`src/rtl/ram_file.sv`:
```
// ram_file -- banked general-purpose register storage for a PIC16F628A-style core.
//
// Maps the resolved 9-bit file address onto 224 bytes of physical GPR storage:
//   bank0  0x020-0x06F          -> 0..79
//   common xx70-xx7F, any bank  -> 80..95 (mirrored in all four banks)
//   bank1  0x0A0-0x0EF          -> 96..175
//   bank2  0x120-0x14F          -> 176..223
// Every other address is non-GPR and belongs to the SFR block.
//
// Ports:
//   clk              in   core clock, rising edge
//   rst              in   asynchronous active-high reset
//   ram_file_address in   [8:0] resolved file address
//   wr_en            in   write strobe
//   wr_data          in   [7:0] write data
//   rd_data          out  [7:0] registered read data (1-cycle latency, read-before-write)
//   addr_is_gpr      out  combinational GPR hit for ram_file_address
//   init_busy        out  high while the post-reset clear sweep runs
module ram_file #(
  parameter bit CLEAR_ON_RESET = 1'b1
) (
  input  logic       clk,
  input  logic       rst,
  input  logic [8:0] ram_file_address,
  input  logic       wr_en,
  input  logic [7:0] wr_data,
  output logic [7:0] rd_data,
  output logic       addr_is_gpr,
  output logic       init_busy
);

  localparam logic [7:0] LAST_IDX = 8'd223;

  typedef enum logic [0:0] {
    ST_CLEAR = 1'b0,
    ST_READY = 1'b1
  } state_t;

  // Decode a file address into {hit, physical index}. Index is 0 on a miss so
  // that a dropped access never points outside the array.
  function automatic logic [8:0] map_addr(input logic [8:0] a);
    logic [6:0] off;
    logic [7:0] idx;
    logic       hit;
    off = a[6:0];
    idx = 8'd0;
    hit = 1'b0;
    if (off[6:4] == 3'b111) begin
      // common area, same 16 bytes in every bank
      hit = 1'b1;
      idx = 8'd80 + {4'd0, off[3:0]};
    end else if (off >= 7'h20) begin
      // off is 0x20..0x6F here
      case (a[8:7])
        2'd0: begin
          hit = 1'b1;
          idx = {1'b0, off} - 8'd32;
        end
        2'd1: begin
          hit = 1'b1;
          idx = {1'b0, off} + 8'd64;
        end
        2'd2: begin
          if (off <= 7'h4F) begin
            hit = 1'b1;
            idx = {1'b0, off} + 8'd144;
          end else begin
            hit = 1'b0;
            idx = 8'd0;
          end
        end
        default: begin
          hit = 1'b0;
          idx = 8'd0;
        end
      endcase
    end else begin
      hit = 1'b0;
      idx = 8'd0;
    end
    return {hit, idx};
  endfunction

  logic [7:0] mem [0:223];

  state_t     state_q;
  logic [7:0] clr_idx_q;
  logic [7:0] rd_data_q;
  logic       init_busy_q;

  logic [8:0] map_s;
  logic [7:0] idx_s;
  logic       we_s;
  logic [7:0] we_idx_s;
  logic [7:0] we_data_s;

  // Address decode and memory write-port steering.
  always_comb begin
    map_s       = map_addr(ram_file_address);
    idx_s       = map_s[7:0];
    addr_is_gpr = map_s[8];
    we_s        = 1'b0;
    we_idx_s    = 8'd0;
    we_data_s   = 8'd0;
    if (state_q == ST_CLEAR) begin
      // sweep owns the write port; external writes are ignored
      we_s      = 1'b1;
      we_idx_s  = clr_idx_q;
      we_data_s = 8'd0;
    end else if (wr_en && map_s[8]) begin
      we_s      = 1'b1;
      we_idx_s  = idx_s;
      we_data_s = wr_data;
    end else begin
      we_s      = 1'b0;
      we_idx_s  = 8'd0;
      we_data_s = 8'd0;
    end
  end

  // Storage array: no reset, only the sweep clears it.
  always_ff @(posedge clk) begin
    if (we_s) begin
      mem[we_idx_s] <= we_data_s;
    end
  end

  // Control FSM, sweep counter and registered outputs.
  always_ff @(posedge clk or posedge rst) begin
    if (rst) begin
      clr_idx_q   <= 8'd0;
      rd_data_q   <= 8'd0;
      state_q     <= CLEAR_ON_RESET ? ST_CLEAR : ST_READY;
      init_busy_q <= CLEAR_ON_RESET;
    end else begin
      case (state_q)
        ST_CLEAR: begin
          rd_data_q <= 8'd0;
          if (clr_idx_q == LAST_IDX) begin
            state_q     <= ST_READY;
            init_busy_q <= 1'b0;
          end else begin
            clr_idx_q <= clr_idx_q + 8'd1;
          end
        end
        ST_READY: begin
          init_busy_q <= 1'b0;
          // reads the pre-write contents, giving read-before-write
          rd_data_q <= addr_is_gpr ? mem[idx_s] : 8'd0;
        end
        default: begin
          state_q     <= ST_READY;
          init_busy_q <= 1'b0;
          rd_data_q   <= 8'd0;
        end
      endcase
    end
  end

  assign rd_data   = rd_data_q;
  assign init_busy = init_busy_q;

endmodule

```
`config.mk`:
```
export PLATFORM = sky130hd
export DESIGN_NAME = ram_file
export DESIGN_NICKNAME = d
export VERILOG_FILES = /design/src/rtl/ram_file.sv
export SDC_FILE = /design/constraint.sdc
export NUM_CORES = 2
export LEC_CHECK = 0
export ABC_AREA = 0
export CAP_MARGIN = 10
export CELL_PAD_IN_SITES_DETAIL_PLACEMENT = 1
export CELL_PAD_IN_SITES_GLOBAL_PLACEMENT = 1
export CORE_MARGIN = 2
export CORE_UTILIZATION = 58
export DETAILED_ROUTE_END_ITERATION = 16
export HOLD_SLACK_MARGIN = 0.06
export PLACE_DENSITY_LB_ADDON = 0.12
export SLEW_MARGIN = 20
export SYNTH_ARGS = -nofsm -noshare
export SYNTH_HDL_FRONTEND = slang
export SYNTH_SLANG_ARGS = --single-unit
```
`constraint.sdc`:
```
create_clock -name clk -period 8.29 [get_ports clk]
set_clock_uncertainty 0.05 [all_clocks]
set_input_delay 1.2435 -clock clk [delete_from_list [all_inputs] [get_ports clk]]
set_output_delay 1.2435 -clock clk [all_outputs]
set_load 0.05 [all_outputs]
```
==> flow_summary.json <==
{
  "status": "complete, no violations",
  "synth_edf_count": 1792,
  "postLayoutCellArea_um2": 81100,
  "hold_viol": 0,
  "clk_latency_ns": 0.83,
  "ys.flop_type": "edfxtp_1",
  "critical_path_class": "in2out",
  "tritoncts": "yes",
  "firstDrtPassIters": 6,
  "synth_seq_area_share_pct": 74.3,
  "end_kind": "output port",
  "crit_arrival_ns": 5.15,
  "rsz0062_at_grt": "no",
  "clkPwrFrac_pct": 41.2,
  "grt_overflow": 0,
  "synth_top_cell_by_area": "edfxtp_1",
  "antenna_found_initial": 10,
  "switchingPower_mw": 4.46,
  "grt_max_degree": 225,
  "area_growth_syn_to_layout_pct": 11.0,
  "cp-start-kind": "input pin",
  "path_clk_slew_ns": 0.06,
  "grt_usage_pct": 39.0,
  "start_util_pct": 58.3,
  "seq_power_share_pct": 51.7,
  "htreeDepth": 4,
  "finalSetupTns_ns": 0,
  "syn_area_um2": 73100,
  "post-cts-setup-buffer-count": 0,
  "max-cap-violations": 0,
  "whs_ns": 0.450,
  "hp-class": "reg2reg",
  "postPlaceCellArea_um2": 75400,
  "nFillCells": 11000,
  "vias": 47400,
  "grt_pass1_vias": 47800,
  "final_cells": 6522,
  "fmax_mhz": 155,
  "synthTopCellsByArea": "edfxtp_1, mux2i_1, nor2_1, mux2_2, a211oi_1",
  "grt_first_pass_wirelength_mm": 358,
  "fin_crit_sh_pct": 77.7,
  "dp.cells": 6182,
  "nets": 4746,
  "p_int_mw": 14.7,
  "slowest_stage": "buf_4",
  "required_ns": 7.00,
  "cts.path.max_buffers": 3,
  "avgRoutedWirePerCell_um": 38.6,
  "async_reset_ff_share_pct": 0.994,
  "drt_iter0_drc": 7161,
  "die-area_um2": 129000,
  "place.gp.congestion": 0.966,
  "port_buffers": 29,
  "pin_count": 30,
  "max-vdd-ir-drop_uv": 249,
  "fp.coreArea_um2": 125000,
  "worstPathCellList": "clkdlybuf4s50_1, ha_1, ha_1, buf_4, inv_1, nand2_1, o21ai_4, clkinv_2, buf_4, buf_4, buf_4",
  "yosys_warnings": 0,
  "slew_viol_final": 0,
  "multiInputGateArea_um2": 17300,
  "clock-root-buffer": "clkbuf_16",
  "power.leakage_nw": 27.7,
  "total_power_mw": 19.1,
  "swShare_pct": 23.3,
  "synthDistinctLibCells": 92,
  "regArea_um2": 54300,
  "cts_resized": 0,
  "slew_headroom_pct": 15.7,
  "synth_fp_nets": 4726,
  "rows": 130,
  "layout-drive-gt1-share_pct": 12.4,
  "syn_area_per_cell_um2": 15.6,
  "critPathMaxFanout": 42,
  "drc": 0,
  "ant_nets": 0,
  "postCtsHoldBufs": 0,
  "hpwl_mm": 153,
  "tightestPinTransition_ns": 1.26,
  "ys_ff_latch": 1810,
  "crit_top_cell": "buf_4",
  "ys_top_cells_by_count": "edfxtp_1, nor2_1, nand2_1",
  "synth.most_common_cell": "edfxtp_1",
  "synth_cells": 4698,
  "yosys.area.top_type_share_pct": 73.6,
  "routed_wl_mm": 252,
  "share_comb_of_total_power_pct": 7.1,
  "period_minus_slack_ns": 6.44,
  "dieWidth_um": 359,
  "powerDensity_nw_per_um2": 236,
  "setup_viol": 0,
  "drt-vias-per-instance": 7.27,
  "critPathMaxStageDelay_ns": 0.76,
  "cts_sinks": 1810,
  "fp.dieH_um": 359,
  "numCtsBuffers": 180
}
power groups by stage:
stage                     Clock, mW  Sequential, mW  Combinational, mW
after floorplan                   0            10.1              0.715
after global placement            0            10.1               1.25
after detailed placement          0            10.1               1.28
after CTS                      7.89            9.90               1.29
after global routing           8.21            9.89               1.37
final                          7.88            9.90               1.36
path summary, 6_finish.rpt:
path	start	to	slack (ns)	cells after the start
setup / recovery	ram_file_address[4]	addr_is_gpr	1.85	11
hold / removal	init_busy	init_busy	0.45	1
setup reg to reg	state_q	mem[168][2]	3.97	9
hold reg to reg	init_busy	init_busy	0.45	1
max in group asynchronous	rst	rd_data[0]	7.00	3
min in group asynchronous	rst	rd_data[4]	0.79	3
cell families after synthesis:
group | after synthesis | synth area share, %
compound gates | 1170 | 11.3
xor+xnor | 8 | 0.0959
fa+ha+maj | 8 | 0.137
buf+inv | 369 | 2.31
flops | 1810 | 74.3
mux | 425 | 6.53
simple gates | 908 | 5.40
critical path, delay by kind of cell:
| kind | cells | cell delay, ns |
|---|---|---|
| buffers and inverters | 7 | 2.82 |
| and+or+nand+nor | 1 | 0.52 |
| adders and majority gates | 2 | 0.37 |
| AOI/OAI and AO/OA | 1 | 0.10 |
layout by cell type (no fill, tap or decap), types with 51 or more instances in the layout:
| master | n |
|---|---|
| nand2_1 | 299 |
| o221ai_1 | 74 |
| edfxtp_1 | 1792 |
| buf_4 | 115 |
| a21oi_1 | 175 |
| a221oi_1 | 79 |
| a31oi_1 | 65 |
| a211oi_1 | 158 |
| mux2i_1 | 275 |
| o21ai_0 | 161 |
| nand3_1 | 69 |
| nor2_1 | 357 |
| nor2b_1 | 51 |
| clkbuf_16 | 185 |
| o22ai_1 | 167 |
| mux2_2 | 119 |
layer usage:
metal	track usage, %	wire length (um)	up-vias
met5	0	72	-
met4	21.8	16300	12
met2	58.8	114000	3465
met3	9.86	29700	816
li1	-	-	18800
met1	52.4	92000	24300
state kept, by name, indices dropped and copies added (netlist names):
name       flops
clr_idx_q      8
init_busy      1
state_q        1
rd_data        8
mem         1792
stage by stage:
stage | utilization [%] | worst slack (ns)
detailed placement | 60.2 | 1.33
floorplan | - | 1.67
global route | 64.7 | 1.72
CTS | 64.7 | 2.03
global placement | 60.2 | 1.44
finish | 64.8 | 1.85
cell type report:
class | instances | area share [%]
Sequential cell | 1810 | 66.9
Multi-Input combinational cell | 2519 | 21.3
Clock buffer | 234 | 5.98
Tap cell | 1650 | 2.55
Timing Repair Buffer | 174 | 2.20
Clock inverter | 96 | 0.918
Inverter | 33 | 0.154
Antenna cell | 6 | 0.0185
Note: power is estimated with default switching activity, not from simulation.
